===== config.mk =====
export PLATFORM = sky130hd
export DESIGN_NAME = linear_base_learner
export DESIGN_NICKNAME = d
export VERILOG_FILES = /design/src/rtl/linear_base_learner.sv
export SDC_FILE = /design/constraint.sdc
export NUM_CORES = 1
export LEC_CHECK = 0
export CAP_MARGIN = 10
export CELL_PAD_IN_SITES_DETAIL_PLACEMENT = 1
export CELL_PAD_IN_SITES_GLOBAL_PLACEMENT = 1
export CORE_MARGIN = 2
export CORE_UTILIZATION = 48
export DETAILED_ROUTE_END_ITERATION = 10
export PLACE_DENSITY = 0.95
export SLEW_MARGIN = 20
export SYNTH_ARGS = -nofsm -noshare
export SYNTH_HDL_FRONTEND = slang
export SYNTH_SLANG_ARGS = --single-unit

===== constraint.sdc =====
create_clock -name clk -period 13.8 [get_ports clk]
set_input_delay 2.76 -clock clk [delete_from_list [all_inputs] [get_ports clk]]
set_output_delay 2.76 -clock clk [all_outputs]
set_load 0.01 [all_outputs]

===== src/rtl/linear_base_learner.sv =====
// Streaming linear classifier: accumulates sum(f[i]*w[i]), subtracts bias, and
// compares against thred. Define PULSE_READY_EN for a one-cycle ready with no HOLD state.
module linear_base_learner #(
  parameter int NFEAT = 4,
  parameter int FW    = 8,
  parameter int WW    = 10
) (
  input  logic                clk,
  input  logic                rst,
  input  logic                feat_valid,
  input  logic [FW-1:0]       feat_data,
  output logic                feat_ready,
  input  logic [NFEAT*WW-1:0] weights,
  input  logic [WW-1:0]       bias,
  input  logic [WW-1:0]       thred,
  input  logic                ack,
  output logic                ready,
  output logic [1:0]          predict
);

  localparam int AW = FW + WW + $clog2(NFEAT) + 1;
  localparam int IW = (NFEAT > 1) ? $clog2(NFEAT) : 1;
  localparam logic [IW-1:0] LAST = IW'(NFEAT - 1);

  typedef enum logic [1:0] {IDLE, ACC, CMP, HOLD} state_t;

  state_t               state;
  logic signed [AW-1:0] acc;
  logic signed [AW-1:0] prod;
  logic signed [AW-1:0] res;
  logic [IW-1:0]        idx;
  logic [WW-1:0]        w_sel;
  logic                 accept;

  assign feat_ready = !rst && (state == IDLE || state == ACC);
  assign accept     = feat_valid && feat_ready;

  // idx is 0 whenever a sample starts, so IDLE naturally picks w[0].
  always_comb begin
    w_sel = '0;
    for (int i = 0; i < NFEAT; i++) begin
      if (IW'(i) == idx) w_sel = weights[i*WW +: WW];
    end
  end

  // Size casts of signed operands sign-extend, so the arithmetic is exact at AW bits.
  assign prod = AW'($signed(feat_data)) * AW'($signed(w_sel));
  assign res  = acc - AW'($signed(bias));

  // NOTE: every register here is state, so it is assigned with <= only; blocking
  // assignments would let later statements see the new value within the same edge.
  always_ff @(posedge clk or posedge rst) begin
    if (rst) begin
      state   <= IDLE;
      acc     <= '0;
      idx     <= '0;
      ready   <= 1'b0;
      predict <= 2'b00;
    end else begin
      case (state)
        IDLE, ACC: begin
          ready <= 1'b0;
          if (accept) begin
            acc   <= (state == IDLE) ? prod : acc + prod;
            idx   <= (idx == LAST) ? '0 : idx + IW'(1);
            state <= (idx == LAST) ? CMP : ACC;
          end
        end
        CMP: begin
          predict <= (res > AW'($signed(thred))) ? 2'b01 : 2'b11;
          ready   <= 1'b1;
`ifdef PULSE_READY_EN
          acc     <= '0;
          state   <= IDLE;
`else
          state   <= HOLD;
`endif
        end
        HOLD: begin
          if (ack) begin
            ready <= 1'b0;
            acc   <= '0;
            state <= IDLE;
          end
        end
        default: state <= IDLE;
      endcase
    end
  end

endmodule


==> results.json, run 1 <==
{
  "drcViolationCount": 0,
  "r2r_end": "acc[20]$_DFFE_PP0P_",
  "cts_tree": "yes",
  "hold_class": "register to register",
  "crit_top_cell": "a21oi_1",
  "synthMuxAreaShare_pct": 0,
  "slowest_delay_ps": 760,
  "setup_violations": 0,
  "synth_xor_xnor_area_share_pct": 6.654,
  "start_kind": "input port",
  "fin_tns_setup_ps": 0,
  "ys_seq_area_share_pct": 10.04,
  "arrival_ps": 10540,
  "dieArea_um2": 15520,
  "ctsRootBufferMaster": "clkbuf_16",
  "syn-cell-area_um2": 6977,
  "antenna_found_initial": 0,
  "syn_nets": 1112,
  "dp_cells": 1116,
  "antenna_cells": 0,
  "cts_setup_buffers": 0,
  "pre_cts_slack_ps": 3149,
  "pin_count": 76,
  "timing.fmax_ghz": 0.09641,
  "dp_hpwl_mm": 16.83,
  "cts_buffers": 3,
  "path_clk_slew_ps": 80,
  "end_kind": "register",
  "max_slew_margin_pct": 36.45,
  "insertion_delay_ps": 280,
  "status": "complete, no violations",
  "area_delta_synth_final_pct": 14.85,
  "maxCapViolations": 0,
  "rows": 44,
  "synth_top_family_by_area": "adder cells",
  "cts_htree_levels": 1,
  "fin_ws_ps": 3427,
  "grt_setup_unrepaired": "no",
  "fin_crit_sh_pct": 75.17,
  "worstSetupPathType": "input port to register",
  "synthFlopType": "dfrtp_1",
  "synth.avg_cell_area_um2": 8.001,
  "layoutNonFillerInstCount": 1120,
  "synthAdderAreaFrac_pct": 37.55,
  "fin_crit_ps": 10370,
  "yosys.area_share.simple_pct": 19.05,
  "hold_buffers": 0,
  "async_reset_ff_share_pct": 100.0,
  "drive_above_1_share_pct": 2.244,
  "hold_depth": 1,
  "syn_inst": 872,
  "worstHoldStart": "predict[0]$_DFFE_PP0P_",
  "wl_per_cell_um": 18.27,
  "crit_slowest_cell": "a21oi_1",
  "worst_pin_slew_ps": 953.2,
  "cts_resized": 0,
  "grt-ovfl-total": 0,
  "drt_iter0_markers": 284,
  "nets": 1177,
  "rr_worst_depth": 33,
  "clock_skew_ps": 4.977,
  "hold_viol": 0,
  "hold_path_end": "predict[0]$_DFFE_PP0P_",
  "drtPass1Iterations": 5,
  "port_buffers": 75,
  "cts_sinks": 28,
  "place.gp.congestion": 0.8587,
  "synth_cell_types": 56,
  "grt_pass1_wl_mm": 34.51,
  "slew_violations": 0,
  "grt_usage_pct": 26.87,
  "fp.dieW_um": 124.6,
  "grt_pass1_vias": 7272,
  "drt.antenna.violating_nets": 0,
  "path_buf_inv": 5,
  "yosysWarnings": 0,
  "dieHeight_um": 124.6,
  "num_vias": 6418,
  "cpLargestDelayFamily": "adder cells",
  "worst-r2r-setup-slack_ps": 5240,
  "synth_compound_area_share_pct": 18.58,
  "grt_max_degree": 29,
  "worstReg2RegStart": "idx[1]$_DFFE_PP0P_",
  "drt_wl_total_mm": 20.47,
  "synth-edff-count": 0,
  "critPathRequiredTime_ps": 13970,
  "start_util_pct": 48.55,
  "cp_max_fo": 9,
  "coreArea_um2": 14370,
  "clk_path_buf_depth": 2,
  "postSynthRegisterBits": 28,
  "drt-vias-per-instance": 5.730
}
flip-flops by register name, indices dropped and copies added (netlist names):
register  flops
acc          21
idx           2
predict       2
state         2
ready         1
worst max path at each step:
stage / startpoint / endpoint / slack, ps / cells after the start
detailed placement: weights[0] / acc[20]$_DFFE_PP0P_ / 3150 / 33
global route: weights[0] / acc[20]$_DFFE_PP0P_ / 2890 / 33
global placement: weights[0] / acc[20]$_DFFE_PP0P_ / 3570 / 33
CTS: weights[0] / acc[20]$_DFFE_PP0P_ / 3430 / 33
finish: weights[0] / acc[20]$_DFFE_PP0P_ / 3430 / 33
floorplan: weights[0] / acc[20]$_DFFE_PP0P_ / 4710 / 32
layer usage:
| layer | up-vias | share of wire (%) | track usage (%) |
|---|---|---|---|
| li1 | 3012 | - | - |
| met3 | 67 | 4.2 | 3.909 |
| met4 | 0 | 4.1 | 9.848 |
| met1 | 3153 | 40 | 30.73 |
| met2 | 186 | 52 | 50.43 |
| met5 | - | 0 | 0 |
metrics by stage:
stage          instance area (µm²)  util (%)  hold slack [ps]
2_1_floorplan                 6977         -            481.7
3_3_place_gp                  7915     55.09            468.0
3_5_place_dp                  7915     55.09            474.1
4_1_cts                       8004     55.70            497.1
5_1_grt                       8013     55.76            524.5
6_report                      8013     55.76            494.4
logic make-up after synthesis:
logic type / count (synthesis)
AOI/OAI and AO/OA: 203
buffers and inverters: 151
adders and majority gates: 168
and+or+nand+nor: 269
xor gates and xnor gates: 53
DFF: 28
cell usage after synthesis, drive strengths merged (9+ instances only):
cell type  number  share of area (%)
xor2           11                1.4
inv           133                7.2
nand3          10               0.72
ha             99                 18
a21o           22                2.4
o21a           10                1.1
nor3            9               0.65
and2           12                1.1
clkbuf         15               0.81
fa             69                 20
nor2b          44                3.9
o21ai          47                3.5
dfrtp          28                 10
nand2b         30                2.7
nor2           78                4.2
a21oi          77                5.6
nand2          61                3.3
xnor2          42                5.3
worst register-to-register path, delay by kind of cell (launching register included):
| family | cells | cell delay [ps] |
|---|---|---|
| fa+ha+maj | 7 | 3410 |
| compound gates | 12 | 2630 |
| simple gates | 7 | 1180 |
| buf+inv | 5 | 410 |
| flops | 1 | 410 |
| xor+xnor | 2 | 400 |
cells in the final DEF (no fill, tap or decap), drive strengths merged, types with 3 or more instances in the layout:
cell type      Yosys  final
a221oi             3      3
dfrtp             28     28
nand4              6      6
clkbuf            15      4
a211oi             5      5
o21a              10     10
fa                69     69
o211ai             7      7
and3               5      5
nor4               3      3
xnor2             42     42
or3                3      3
nor2              78     78
inv              133    133
a21oi             77     77
nand2b            30     30
o21ai             47     47
a211o              4      4
xor2              11     11
nand3             10     10
o21bai             7      7
nor2b             44     44
a21o              22     22
and2              12     12
clkdlybuf4s50      0     75
nor3               9      9
ha                99     99
nand2             61     61
area by class of cell:
type,count,area [µm²]
clock buffer,4,88.84
tap,184,230.2
inverter,134,503.0
multi-input combinational,693,5724
sequential,28,700.7
fill,1737,6356
timing repair buffer,77,765.7
Power of run 1 is not shown: default switching activity piles up to over one toggle a cycle in this logic, so the estimate is an artifact.
==> inputs of run 2 (changes only) <==
Settings changed: CORE_UTILIZATION 48 to 44, PLACE_DENSITY 0.95 to 0.92.
Clock period 13.8 ns to 9.9 ns, I/O delays scaled along.
==> run 2 against run 1 <==
Net effect: setup slack lost 2900 ps; routed wire length shrank 3.1%; cell area grew 0.97%.
==> results.json, run 2 (synthesis gave the netlist of run 1 again) <==
{
  "slowest_delay_ps": 600,
  "layoutNonFillerInstCount": 1157,
  "status": "complete, no violations",
  "grt_setup_unrepaired": "no",
  "place.gp.congestion": 0.9055,
  "worst_pin_slew_ps": 738.2,
  "antenna_cells": 0,
  "max_slew_margin_pct": 50.79,
  "layout_commonest_cell": "inv_1",
  "grt_pass1_wl_mm": 33.41,
  "maxCapViolations": 0,
  "largest_reg_flops": 21,
  "end_kind": "register",
  "worstSetupPathType": "input port to register",
  "dp_cells": 1153,
  "largest_register": "acc",
  "rows": 46,
  "cpLargestDelayFamily": "adder cells",
  "critPathRequiredTime_ps": 10070,
  "antenna_found_initial": 0,
  "fp.dieW_um": 129.9,
  "fillCellCount": 1927,
  "ctsRootBufferMaster": "clkbuf_16",
  "hold_class": "register to register",
  "grt-ovfl-total": 0,
  "grt_usage_pct": 24.70,
  "crit_slowest_cell": "a21oi_1",
  "drt_wl_total_mm": 19.82,
  "arrival_ps": 9510,
  "fin_crit_ps": 9343,
  "timing.fmax_ghz": 0.1070,
  "path_clk_slew_ps": 80,
  "start_util_pct": 44.40,
  "crit_top_cell": "a21oi_1",
  "area_delta_synth_final_pct": 15.96,
  "clk_path_buf_depth": 2,
  "coreArea_um2": 15710,
  "dp_hpwl_mm": 16.70,
  "cts_tree": "yes",
  "drive_above_1_share_pct": 2.763,
  "cts_buffers": 3,
  "hold_viol": 0,
  "fin_util_pct": 51.49,
  "cts_sinks": 28,
  "drt-vias-per-instance": 5.436,
  "dieHeight_um": 129.9,
  "grt_max_degree": 29,
  "dieArea_um2": 16880,
  "drtPass1Iterations": 4,
  "fin_crit_sh_pct": 94.38,
  "wl_per_cell_um": 17.13,
  "num_vias": 6289,
  "path_buf_inv": 5,
  "setup_violations": 0,
  "layout_common_cells": "133 x inv_1, 99 x ha_1, 78 x nor2_1",
  "cp_max_fo": 8,
  "cts_htree_levels": 1,
  "cts_resized": 0,
  "drcViolationCount": 0,
  "clock_skew_ps": 4.625,
  "insertion_delay_ps": 280,
  "cts_setup_buffers": 0,
  "port_buffers": 75,
  "hold_buffers": 0,
  "fin_tns_setup_ps": 0,
  "start_kind": "input port",
  "nets": 1182,
  "hold_ws_ps": 473.2,
  "drt_iter0_markers": 293,
  "slew_violations": 0,
  "pin_count": 76,
  "grt_pass1_vias": 6946,
  "drt.antenna.violating_nets": 0
}
run 2: routing by layer:
metal  share of wire [%]  track usage (%)
met4                 2.6            7.147
met1                  40            28.68
met3                 3.2            3.198
met2                  54            47.21
met5                   0                0
run 2: final timing paths:
path | slack (ps) | to | cells past startpoint | start
setup / recovery | 560 | acc[20]$_DFFE_PP0P_ | 33 | weights[4]
hold / removal | 470 | predict[0]$_DFFE_PP0P_ | 1 | predict[0]$_DFFE_PP0P_
setup reg to reg | 1590 | acc[20]$_DFFE_PP0P_ | 33 | idx[1]$_DFFE_PP0P_
hold reg to reg | 470 | predict[0]$_DFFE_PP0P_ | 1 | predict[0]$_DFFE_PP0P_
max in group asynchronous | 7520 | acc[2]$_DFFE_PP0P_ | 3 | rst
min in group asynchronous | 2090 | idx[0]$_DFFE_PP0P_ | 3 | rst
run 2: final cells by class:
| class | instances | area (µm²) | area share [%] |
|---|---|---|---|
| Timing Repair Buffer | 82 | 803.3 | 9.929 |
| Clock buffer | 4 | 88.84 | 1.098 |
| Multi-Input combinational cell | 693 | 5724 | 70.75 |
| Inverter | 134 | 503.0 | 6.217 |
| Tap cell | 216 | 270.3 | 3.341 |
| Sequential cell | 28 | 700.7 | 8.661 |
run 2: through the flow:
step	cell area, µm²	worst slack (ps)
CTS	8082	630.0
global route	8090	21.04
detailed placement	7993	346.8
global placement	7993	757.5
finish	8090	556.8
floorplan	6977	1593
Power of run 2 is left out for the same reason.
==> inputs of run 3 (changes only) <==
Settings changed: CORE_UTILIZATION 44 to 48, PLACE_DENSITY 0.92 to 0.95.
Clock period 9.9 ns to 10.8 ns, I/O delays scaled along.
==> run 3 against run 2 <==
Net effect: flip-flop and latch count did not move; global-route usage up 2.1 points; first-iteration DRC count is 5.5% lower; via count grew 1.8%; highest routed layer unchanged; sequential share of layout area is 0.076 points higher; hold slack better by 42 ps; count of clock-buffer cells in the layout unchanged; register-to-register slack better by 770 ps; die area down 8.1%.
==> results.json, run 3 (synthesis gave the netlist of run 1 again) <==
{
  "hold_viol": 0,
  "layout_commonest_cell": "inv_1",
  "fin_crit_sh_pct": 89.25,
  "setup_violations": 0,
  "cts_tree": "yes",
  "hold_depth": 1,
  "hold_class": "register to register",
  "wl_per_cell_um": 17.77,
  "worstReg2RegStart": "idx[1]$_DFFE_PP0P_",
  "worst-r2r-setup-slack_ps": 2360,
  "layout_common_cells": "133 x inv_1, 99 x ha_1, 78 x nor2_1",
  "multi_input_area_um2": 5724,
  "insertion_delay_ps": 280,
  "clock_skew_ps": 4.365,
  "cp_max_fo": 8,
  "grt_pass1_wl_mm": 34.60,
  "cts_resized": 0,
  "critPathRequiredTime_ps": 10970,
  "slew_violations": 0,
  "fin_util_pct": 55.82,
  "cts_setup_buffers": 0,
  "status": "complete, no violations",
  "drt_iter0_markers": 277,
  "start_util_pct": 48.55,
  "hold_buffers": 0,
  "dp_hpwl_mm": 16.88,
  "antenna_cells": 0,
  "worstSetupPathType": "input port to register",
  "num_vias": 6402,
  "largest_reg_flops": 21,
  "rows": 44,
  "drive_above_1_share_pct": 2.348,
  "fillCellCount": 1729,
  "largest_register": "acc",
  "cts_buffers": 3,
  "path_clk_slew_ps": 80,
  "layoutNonFillerInstCount": 1121,
  "postLayoutCellArea_um2": 8020,
  "dpl-instance-area_um2": 7923,
  "drcViolationCount": 0,
  "dieHeight_um": 124.6,
  "timing.fmax_ghz": 0.1037,
  "place.gp.congestion": 0.8521,
  "rr_worst_depth": 33,
  "cts_htree_levels": 1,
  "maxCapViolations": 0,
  "hold_path_end": "predict[0]$_DFFE_PP0P_",
  "crit_top_cell": "a21oi_1",
  "end_kind": "register",
  "grt_max_degree": 29,
  "arrival_ps": 9810,
  "port_buffers": 75,
  "dieArea_um2": 15520,
  "ctsRootBufferMaster": "clkbuf_16",
  "crit_slowest_cell": "a21oi_1",
  "r2r_end": "acc[20]$_DFFE_PP0P_",
  "area_delta_synth_final_pct": 14.96,
  "antenna_found_initial": 0,
  "worst_pin_slew_ps": 790.1,
  "nets": 1178,
  "drt.antenna.violating_nets": 0,
  "max_slew_margin_pct": 47.33,
  "coreArea_um2": 14370,
  "clk_path_buf_depth": 2,
  "slowest_delay_ps": 640,
  "fp.dieW_um": 124.6,
  "grt_setup_unrepaired": "no",
  "grt_pass1_vias": 7267,
  "drt_wl_total_mm": 19.92,
  "drtPass1Iterations": 4,
  "dp_cells": 1117,
  "fin_tns_setup_ps": 0,
  "pin_count": 76,
  "grt-ovfl-total": 0,
  "grt_usage_pct": 26.83,
  "drt-vias-per-instance": 5.711,
  "start_kind": "input port",
  "cts_sinks": 28,
  "regArea_um2": 700.7,
  "worstHoldStart": "predict[0]$_DFFE_PP0P_",
  "fin_crit_ps": 9639
}
run 3: changes by cell type in the layout (fill, tap and decap cells not counted):
| cell | change |
|---|---|
| buf_4 | -4 |
run 3: worst max-delay path by stage:
stage,end,from,slack (ps),depth (start not counted)
floorplan,acc[20]$_DFFE_PP0P_,weights[0],2310,32
global placement,acc[20]$_DFFE_PP0P_,weights[1],1350,33
detailed placement,acc[20]$_DFFE_PP0P_,weights[1],900,33
CTS,acc[20]$_DFFE_PP0P_,weights[1],1170,33
global route,acc[20]$_DFFE_PP0P_,weights[1],720,33
finish,acc[20]$_DFFE_PP0P_,weights[1],1160,33
run 3: cell type report:
cell class                      count  area share (%)
Clock buffer                        4           1.108
Inverter                          134           6.271
Multi-Input combinational cell    693           71.37
Sequential cell                    28           8.736
Tap cell                          184           2.871
Timing Repair Buffer               78           9.641
run 3: stage by stage:
stage / hold WS (ps) / setup slack [ps]
floorplan: 481.7 / 2313
global placement: 467.9 / 1354
detailed placement: 486.3 / 899.8
CTS: 507.5 / 1165
global route: 536.7 / 715.3
finish: 515.5 / 1161
run 3: metal layers:
metal	vias up	routed length, µm	part of all wire [%]	track usage (%)
met5	-	0	0	0
li1	3018	-	-	-
met2	162	10540	53	49.50
met1	3168	8053	40	32.20
met3	54	799	4.0	3.436
met4	0	533	2.7	8.658
run 3: critical path: cells and delay by family:
| family | cells | cell delay [ps] |
|---|---|---|
| compound gates | 12 | 2490 |
| xor+xnor | 2 | 410 |
| fa+ha+maj | 6 | 2790 |
| buf+inv | 5 | 680 |
| simple gates | 8 | 1260 |
Power of run 3 is left out for the same reason.
